[src/rtl/weight_mem_sched_if.sv]
// Requester-side bus of the weight store scheduler: trainer writes plus predictor and debug reads.
interface weight_mem_sched_if #(
    parameter int unsigned ADDR_W = 7
);
    logic              wr_req;
    logic [ADDR_W-1:0] wr_addr;
    logic [7:0]        wr_data;
    logic              wr_gnt;
    logic              wr_done;
    logic              rd_req;
    logic [ADDR_W-1:0] rd_addr;
    logic              rd_gnt;
    logic              dbg_req;
    logic [ADDR_W-1:0] dbg_addr;
    logic              dbg_gnt;
    logic [7:0]        rdata;
    logic              rvalid;
    logic              addr_err;
    logic              busy;
    logic              clear_done;

    modport master (
        output wr_req, wr_addr, wr_data, rd_req, rd_addr, dbg_req, dbg_addr,
        input  wr_gnt, wr_done, rd_gnt, dbg_gnt, rdata, rvalid, addr_err, busy, clear_done
    );

    modport slave (
        input  wr_req, wr_addr, wr_data, rd_req, rd_addr, dbg_req, dbg_addr,
        output wr_gnt, wr_done, rd_gnt, dbg_gnt, rdata, rvalid, addr_err, busy, clear_done
    );
endinterface

[src/rtl/weight_mem_sched.sv]
// Weight store sequencer: post-reset clear sweep, then arbitrated trainer writes and
// predictor/debug reads over a lower and an upper single-port latch bank.
module weight_mem_sched #(
    parameter int unsigned MEM_BYTES   = 96,
    parameter int unsigned LOWER_BYTES = 64,
    parameter int unsigned ADDR_W      = 7,
    parameter int unsigned WR_HOLD     = 2,
    parameter int unsigned DBG_STARVE  = 4
) (
    input  logic              clk,
    input  logic              rst_n,
    weight_mem_sched_if.slave bus,
    output logic [5:0]        lo_addr,
    output logic              lo_we,
    output logic [ADDR_W-2:0] hi_addr,
    output logic              hi_we,
    output logic [7:0]        mem_wdata,
    input  logic [7:0]        lo_rdata,
    input  logic [7:0]        hi_rdata
);
    localparam int unsigned PH_W  = $clog2(WR_HOLD + 1);
    localparam int unsigned CNT_W = $clog2(DBG_STARVE + 1);

    typedef enum logic [2:0] {
        S_CLEAR,
        S_IDLE,
        S_WRITE,
        S_RD_ADDR,
        S_RD_WAIT
    } state_t;

    state_t            state;
    logic [ADDR_W-1:0] addr;
    logic [PH_W-1:0]   ph;
    logic [CNT_W-1:0]  starve_cnt;
    logic              oor_q;

    logic              any_req_c;
    logic              pick_wr_c;
    logic              pick_rd_c;
    logic              pick_dbg_c;
    logic [ADDR_W-1:0] pick_addr_c;
    logic              hold_end_c;
    logic              release_end_c;
    logic              load_c;
    logic              load_we_c;
    logic              load_lower_c;
    logic [ADDR_W-1:0] load_addr_c;

    function automatic logic out_of_range(input logic [ADDR_W-1:0] a);
        return {1'b0, a} >= (ADDR_W+1)'(MEM_BYTES);
    endfunction

    // Arbitration and the address/we load shared by the clear sweep and new grants
    always_comb begin
        any_req_c     = bus.wr_req | bus.rd_req | bus.dbg_req;
        pick_wr_c     = bus.wr_req;
        pick_dbg_c    = !bus.wr_req && bus.dbg_req &&
                        (!bus.rd_req || (starve_cnt >= CNT_W'(DBG_STARVE)));
        pick_rd_c     = !bus.wr_req && bus.rd_req && !pick_dbg_c;
        pick_addr_c   = pick_wr_c ? bus.wr_addr : (pick_rd_c ? bus.rd_addr : bus.dbg_addr);
        hold_end_c    = (ph == PH_W'(WR_HOLD - 1));
        release_end_c = (ph == PH_W'(WR_HOLD));
        load_c        = 1'b0;
        load_we_c     = 1'b0;
        load_addr_c   = addr;
        if (state == S_CLEAR && release_end_c && addr != ADDR_W'(MEM_BYTES - 1)) begin
            load_c      = 1'b1;
            load_we_c   = 1'b1;
            load_addr_c = addr + ADDR_W'(1);
        end else if (state == S_IDLE && any_req_c) begin
            load_c      = 1'b1;
            load_we_c   = pick_wr_c && !out_of_range(pick_addr_c);
            load_addr_c = pick_addr_c;
        end
        load_lower_c  = (load_addr_c < ADDR_W'(LOWER_BYTES));
    end

    always_ff @(posedge clk) begin
        if (!rst_n) begin
            state        <= S_CLEAR;
            addr         <= '0;
            ph           <= '0;
            starve_cnt   <= '0;
            oor_q        <= 1'b0;
            lo_addr      <= '0;
            hi_addr      <= '0;
            lo_we        <= 1'b1;
            hi_we        <= 1'b0;
            mem_wdata    <= 8'h00;
            bus.wr_gnt   <= 1'b0;
            bus.rd_gnt   <= 1'b0;
            bus.dbg_gnt  <= 1'b0;
            bus.wr_done  <= 1'b0;
            bus.rvalid   <= 1'b0;
            bus.addr_err <= 1'b0;
            bus.rdata    <= 8'h00;
            bus.busy     <= 1'b1;
            bus.clear_done <= 1'b0;
        end else begin
            bus.wr_gnt   <= 1'b0;
            bus.rd_gnt   <= 1'b0;
            bus.dbg_gnt  <= 1'b0;
            bus.wr_done  <= 1'b0;
            bus.rvalid   <= 1'b0;
            bus.addr_err <= 1'b0;
            if (!bus.dbg_req) starve_cnt <= '0;

            // Steering: only the bank owning the address gets a new address or a we
            if (load_c) begin
                addr  <= load_addr_c;
                ph    <= '0;
                lo_we <= load_we_c && load_lower_c;
                hi_we <= load_we_c && !load_lower_c;
                if (load_lower_c) lo_addr <= load_addr_c[5:0];
                else              hi_addr <= (ADDR_W-1)'(load_addr_c - ADDR_W'(LOWER_BYTES));
            end

            case (state)
                S_CLEAR, S_WRITE: begin
                    if (!release_end_c) ph <= ph + PH_W'(1);
                    if (hold_end_c) begin
                        lo_we <= 1'b0;
                        hi_we <= 1'b0;
                    end
                    if (release_end_c) begin
                        if (state == S_WRITE) begin
                            bus.wr_done <= 1'b1;
                            bus.busy    <= 1'b0;
                            state       <= S_IDLE;
                        end else if (addr == ADDR_W'(MEM_BYTES - 1)) begin
                            bus.clear_done <= 1'b1;
                            bus.busy       <= 1'b0;
                            state          <= S_IDLE;
                        end
                    end
                end
                S_IDLE: begin
                    if (any_req_c) begin
                        oor_q        <= out_of_range(pick_addr_c);
                        bus.addr_err <= out_of_range(pick_addr_c);
                        bus.busy     <= 1'b1;
                        if (pick_wr_c) begin
                            bus.wr_gnt <= 1'b1;
                            mem_wdata  <= bus.wr_data;
                            state      <= S_WRITE;
                        end else begin
                            bus.rd_gnt  <= pick_rd_c;
                            bus.dbg_gnt <= pick_dbg_c;
                            state       <= S_RD_ADDR;
                        end
                    end
                    // A pending debug request that loses this arbitration ages toward priority
                    if (bus.dbg_req) begin
                        if (pick_dbg_c)                                starve_cnt <= '0;
                        else if (starve_cnt != CNT_W'(DBG_STARVE))     starve_cnt <= starve_cnt + CNT_W'(1);
                    end
                end
                S_RD_ADDR: state <= S_RD_WAIT;
                S_RD_WAIT: begin
                    if (oor_q)                             bus.rdata <= 8'h00;
                    else if (addr < ADDR_W'(LOWER_BYTES))  bus.rdata <= lo_rdata;
                    else                                   bus.rdata <= hi_rdata;
                    bus.rvalid <= 1'b1;
                    bus.busy   <= 1'b0;
                    state      <= S_IDLE;
                end
                default: begin
                    bus.busy <= 1'b0;
                    state    <= S_IDLE;
                end
            endcase
        end
    end
endmodule

[src/flat_wrapper.sv]
// flat-port wrapper written by rule: the top's interface ports become plain ports
module weight_mem_sched_flat 
#(
    parameter int unsigned MEM_BYTES   = 96,
    parameter int unsigned LOWER_BYTES = 64,
    parameter int unsigned ADDR_W      = 7,
    parameter int unsigned WR_HOLD     = 2,
    parameter int unsigned DBG_STARVE  = 4
)
  (clk, rst_n, lo_addr, lo_we, hi_addr, hi_we, mem_wdata, lo_rdata, hi_rdata, bus_wr_req, bus_wr_addr, bus_wr_data, bus_rd_req, bus_rd_addr, bus_dbg_req, bus_dbg_addr, bus_wr_gnt, bus_wr_done, bus_rd_gnt, bus_dbg_gnt, bus_rdata, bus_rvalid, bus_addr_err, bus_busy, bus_clear_done);
  weight_mem_sched_if #(.ADDR_W(ADDR_W)) bus_i ();
  input  logic clk;
  input  logic rst_n;
  output logic [5:0] lo_addr;
  output logic lo_we;
  output logic [ADDR_W-2:0] hi_addr;
  output logic hi_we;
  output logic [7:0] mem_wdata;
  input  logic [7:0] lo_rdata;
  input  logic [7:0] hi_rdata;
  input wire logic [$bits(bus_i.wr_req)-1:0] bus_wr_req;
  input wire logic [$bits(bus_i.wr_addr)-1:0] bus_wr_addr;
  input wire logic [$bits(bus_i.wr_data)-1:0] bus_wr_data;
  input wire logic [$bits(bus_i.rd_req)-1:0] bus_rd_req;
  input wire logic [$bits(bus_i.rd_addr)-1:0] bus_rd_addr;
  input wire logic [$bits(bus_i.dbg_req)-1:0] bus_dbg_req;
  input wire logic [$bits(bus_i.dbg_addr)-1:0] bus_dbg_addr;
  output wire logic [$bits(bus_i.wr_gnt)-1:0] bus_wr_gnt;
  output wire logic [$bits(bus_i.wr_done)-1:0] bus_wr_done;
  output wire logic [$bits(bus_i.rd_gnt)-1:0] bus_rd_gnt;
  output wire logic [$bits(bus_i.dbg_gnt)-1:0] bus_dbg_gnt;
  output wire logic [$bits(bus_i.rdata)-1:0] bus_rdata;
  output wire logic [$bits(bus_i.rvalid)-1:0] bus_rvalid;
  output wire logic [$bits(bus_i.addr_err)-1:0] bus_addr_err;
  output wire logic [$bits(bus_i.busy)-1:0] bus_busy;
  output wire logic [$bits(bus_i.clear_done)-1:0] bus_clear_done;
  assign bus_i.wr_req = bus_wr_req;
  assign bus_i.wr_addr = bus_wr_addr;
  assign bus_i.wr_data = bus_wr_data;
  assign bus_i.rd_req = bus_rd_req;
  assign bus_i.rd_addr = bus_rd_addr;
  assign bus_i.dbg_req = bus_dbg_req;
  assign bus_i.dbg_addr = bus_dbg_addr;
  assign bus_wr_gnt = bus_i.wr_gnt;
  assign bus_wr_done = bus_i.wr_done;
  assign bus_rd_gnt = bus_i.rd_gnt;
  assign bus_dbg_gnt = bus_i.dbg_gnt;
  assign bus_rdata = bus_i.rdata;
  assign bus_rvalid = bus_i.rvalid;
  assign bus_addr_err = bus_i.addr_err;
  assign bus_busy = bus_i.busy;
  assign bus_clear_done = bus_i.clear_done;
  weight_mem_sched #(.MEM_BYTES(MEM_BYTES), .LOWER_BYTES(LOWER_BYTES), .ADDR_W(ADDR_W), .WR_HOLD(WR_HOLD), .DBG_STARVE(DBG_STARVE)) u_core (.clk(clk), .rst_n(rst_n), .bus(bus_i), .lo_addr(lo_addr), .lo_we(lo_we), .hi_addr(hi_addr), .hi_we(hi_we), .mem_wdata(mem_wdata), .lo_rdata(lo_rdata), .hi_rdata(hi_rdata));
endmodule
[config.mk]
export PLATFORM = sky130hd
export DESIGN_NAME = weight_mem_sched_flat
export DESIGN_NICKNAME = d
export VERILOG_FILES = /design/src/rtl/weight_mem_sched_if.sv /design/src/rtl/weight_mem_sched.sv /design/src/flat_wrapper.sv
export SDC_FILE = /design/constraint.sdc
export NUM_CORES = 1
export LEC_CHECK = 0
export CORE_MARGIN = 3
export CORE_UTILIZATION = 45
export CTS_CLUSTER_SIZE = 12
export DETAILED_ROUTE_END_ITERATION = 8
export HOLD_SLACK_MARGIN = 0.03
export PLACE_DENSITY_LB_ADDON = 0.2
export SLEW_MARGIN = 5
export SYNTH_ARGS = -nofsm -noshare
export SYNTH_HDL_FRONTEND = slang
export SYNTH_SLANG_ARGS = --single-unit
[constraint.sdc]
create_clock -name clk -period 2.7 [get_ports clk]
set_input_delay 0.27 -clock clk [delete_from_list [all_inputs] [get_ports clk]]
set_output_delay 0.27 -clock clk [all_outputs]
set_load 0.05 [all_outputs]
==> results_dict.tcl <==
set metrics [dict create \
    status "finished clean" \
    ant_nets 0 \
    combPwrFrac_pct 17.6 \
    hpwl_um 4870 \
    final_cells 449 \
    die-area_um2 6450 \
    die_x_um 80.3 \
    worstSetupPathType "reg2reg" \
    preCtsSetupSlack_ns 0.321 \
    final_util_pct 67.1 \
    pwr-share-clk_pct 29.7 \
    area_growth_pct 41.6 \
    fillCellCount 459 \
    synthCells 292 \
    tightest_slew_ns 0.651 \
    ys_seq_elements 54 \
    pwr-share-seq_pct 52.7 \
    arrival_ns 2.48 \
    multi_input_area_um2 1300 \
    worstSetupEndpoint "u_core.hi_addr[0]$_SDFFE_PN0P_" \
    post_drt_wl_per_cell_um 14.6 \
    slew_violations 0 \
    setup_slack_ns 0.446 \
    worst-path-max-fanout 9 \
    whs_path_depth 2 \
    drc 0 \
    p_switching_mw 0.428 \
    postCtsSetupBuffers 0 \
    num_rows 26 \
    vias 2409 \
    grt_max_degree 20 \
    cts_max_path_buffers 2 \
    die_y_um 80.3 \
    first_pass_iters 4 \
    wl_um 6550 \
    rrSetupSlack_ns 0.45 \
    p_leak_nw 1.24 \
    antennaDiodeCount 0 \
    initial_core_util_pct 47.4 \
    grt-ovfl-total 0 \
    timing.final.crit_share_pct 83.5 \
    fmax_mhz 444 \
    initialDrtViolationCount 130 \
    r2r-start "u_core.state[0]$_SDFFE_PN0P_" \
    grt_pass1_wl_um 10600 \
    setup_viol 0 \
    htreeDepth 2 \
    place_inst 441 \
    via_per_inst 5.37 \
    crit_slowest_cell "or3_2" \
    cts_hold_buf 0 \
    cellInternalPower_mw 1.14 \
    final.min_clock_period_ns 2.25 \
    cts_resized 0 \
    r2r_end "u_core.hi_addr[0]$_SDFFE_PN0P_" \
    synth_area_um2 2480 \
    slowest_delay_ns 0.52 \
    numPortBuffers 87 \
    worstSetupStartpoint "u_core.state[0]$_SDFFE_PN0P_" \
    cts_buffers 5 \
    core-area_um2 5240 \
    ys_async_sr_fraction_pct 0 \
    cts-root-buf "clkbuf_8" \
    rr_worst_depth 6 \
    clk_pin_slew_ns 0.10 \
    hold_viol_final 0 \
    power_density_nw_per_um2 446 \
    antenna_found_initial 0 \
    cts_tree "done" \
    ys_seq_area_share_pct 43.5 \
    grt_pass1_vias 2338 \
    ir_drop_v 0.000377 \
    cp-start-kind "flop" \
    crit_path_end_kind "flop" \
    fin_nets 431 \
    syn-num-nets 345 \
    setup_tns_ns 0 \
    hold_path.class "reg2reg" \
    skew_ns 0.00911 \
    place_congestion 0.916 \
    synth_edf_count 0 \
    switching_share_pct 27.3 \
    finalPower_mw 1.57 \
    slew_headroom_pct 56.4 \
    rsz0062_at_grt "false" \
    avgSynthCellArea_um2 8.51 \
    ys.flop_type "dfxtp_1" \
    hold_start "u_core.mem_wdata[4]$_SDFFE_PN0P_" \
    placed_cell_area_um2 3430 \
    cts_sinks 54 \
    drv_cap 0 \
    io_pins 88 \
    required_ns 2.93 \
    yosys_warnings 0 \
    clk_latency_ns 0.31 \
    hold_ws_ns 0.458 \
    path_cells "or3b_4, or3_2, o22ai_2, buf_4, nor2_1, a211oi_1" \
    drive_gt1_share_pct 7.92 \
    synthDistinctLibCells 50 \
    finalInstanceArea_um2 3520 \
    gr-usage-all-layers_pct 20.9 \
    register_area_um2 1080 \
]
power groups by stage:
stage	combinational [mW]	clock, mW	sequential (mW)
floorplan	0.121	0	0.878
global placement	0.274	0	0.846
detailed placement	0.275	0	0.846
CTS	0.276	0.475	0.828
global route	0.297	0.500	0.830
finish	0.276	0.466	0.828
layer usage:
metal | wire length (µm) | part of all wire [%] | track usage [%] | up-vias
met5 | 0 | 0 | 0 | -
met4 | 77 | 1.2 | 5.41 | 0
met3 | 419 | 6.4 | 3.92 | 10
met2 | 3230 | 49 | 35.9 | 83
met1 | 2830 | 43 | 26.7 | 1104
li1 | - | - | - | 1212
state kept, by name (all words and copies together) (netlist names), 2 cells and up:
| register | flops |
|---|---|
| u_core.ph | 2 |
| u_core.bus.rdata | 8 |
| u_core.starve_cnt | 3 |
| u_core.mem_wdata | 8 |
| u_core.state | 3 |
| u_core.lo_addr | 6 |
| u_core.addr | 7 |
| u_core.hi_addr | 6 |
cells by family after synthesis:
group / synth area share, %
and+or+nand+nor: 23.4
AOI/OAI and AO/OA: 19.4
DFF: 43.5
buffers and inverters: 4.13
muxes: 6.55
xor gates and xnor gates: 1.41
adders and majority gates: 1.51
worst max-delay path, delay by kind of cell, from the launching register on:
kind / cells / cell delay, ns
and+or+nand+nor: 3 / 1.01
AOI/OAI and AO/OA: 2 / 0.55
buffers and inverters: 1 / 0.22
DFF: 1 / 0.39
cell type report:
| cell class | count | share of cell area [%] |
|---|---|---|
| clock buffer | 6 | 2.06 |
| sequential | 54 | 30.7 |
| timing repair buffer | 94 | 26.3 |
| tap | 70 | 2.49 |
| inverter | 9 | 0.961 |
| multi-input combinational | 214 | 37.0 |
| clock inverter | 2 | 0.498 |
cells in the mapped netlist (3+ instances only):
master | count | area, µm²
or3_1 | 4 | 25.0
nor2b_1 | 3 | 18.8
o211ai_1 | 6 | 45.0
nand2b_1 | 3 | 18.8
inv_1 | 7 | 26.3
a211oi_1 | 4 | 30.0
ha_1 | 3 | 37.5
nand2_1 | 28 | 105
o21ai_0 | 13 | 65.1
a21oi_1 | 32 | 160
nor4_1 | 4 | 25.0
dfxtp_1 | 54 | 1080
o32ai_1 | 3 | 26.3
nor2_1 | 34 | 128
nor3_1 | 19 | 95.1
nand3_1 | 8 | 40.0
mux2i_1 | 14 | 140
clkbuf_1 | 12 | 45.0
how the worst min path moves through the flow:
stage / slack, ns / to
2_1_floorplan: 0.38 / u_core.bus.dbg_gnt$_SDFF_PP0_
3_3_place_gp: 0.44 / u_core.mem_wdata[4]$_SDFFE_PN0P_
3_5_place_dp: 0.45 / u_core.mem_wdata[4]$_SDFFE_PN0P_
4_1_cts: 0.46 / u_core.mem_wdata[0]$_SDFFE_PN0P_
5_1_grt: 0.49 / u_core.mem_wdata[5]$_SDFFE_PN0P_
6_report: 0.46 / u_core.mem_wdata[4]$_SDFFE_PN0P_
cell usage in the layout, fill, tap and decap left out, types with 2 or more instances in the layout:
cell             instances
o31ai_1                  2
clkinv_1                 2
nor2b_1                  3
clkdlybuf4s50_1         87
or3_1                    4
and2_1                   2
o21a_1                   2
o32ai_1                  3
nand2b_1                 3
dfxtp_1                 54
clkbuf_8                 5
xor2_1                   2
and4_1                   2
o21ai_0                 13
a31oi_1                  2
nor4_1                   4
nand2_1                 28
inv_1                    7
nand3_1                  8
mux2_2                   2
a211oi_1                 4
xnor2_1                  2
o211ai_1                 6
a21oi_1                 32
nor2_1                  34
nor3_1                  19
buf_4                    7
ha_1                     3
mux2i_1                 14
Note: power is estimated with default switching activity, not from simulation.
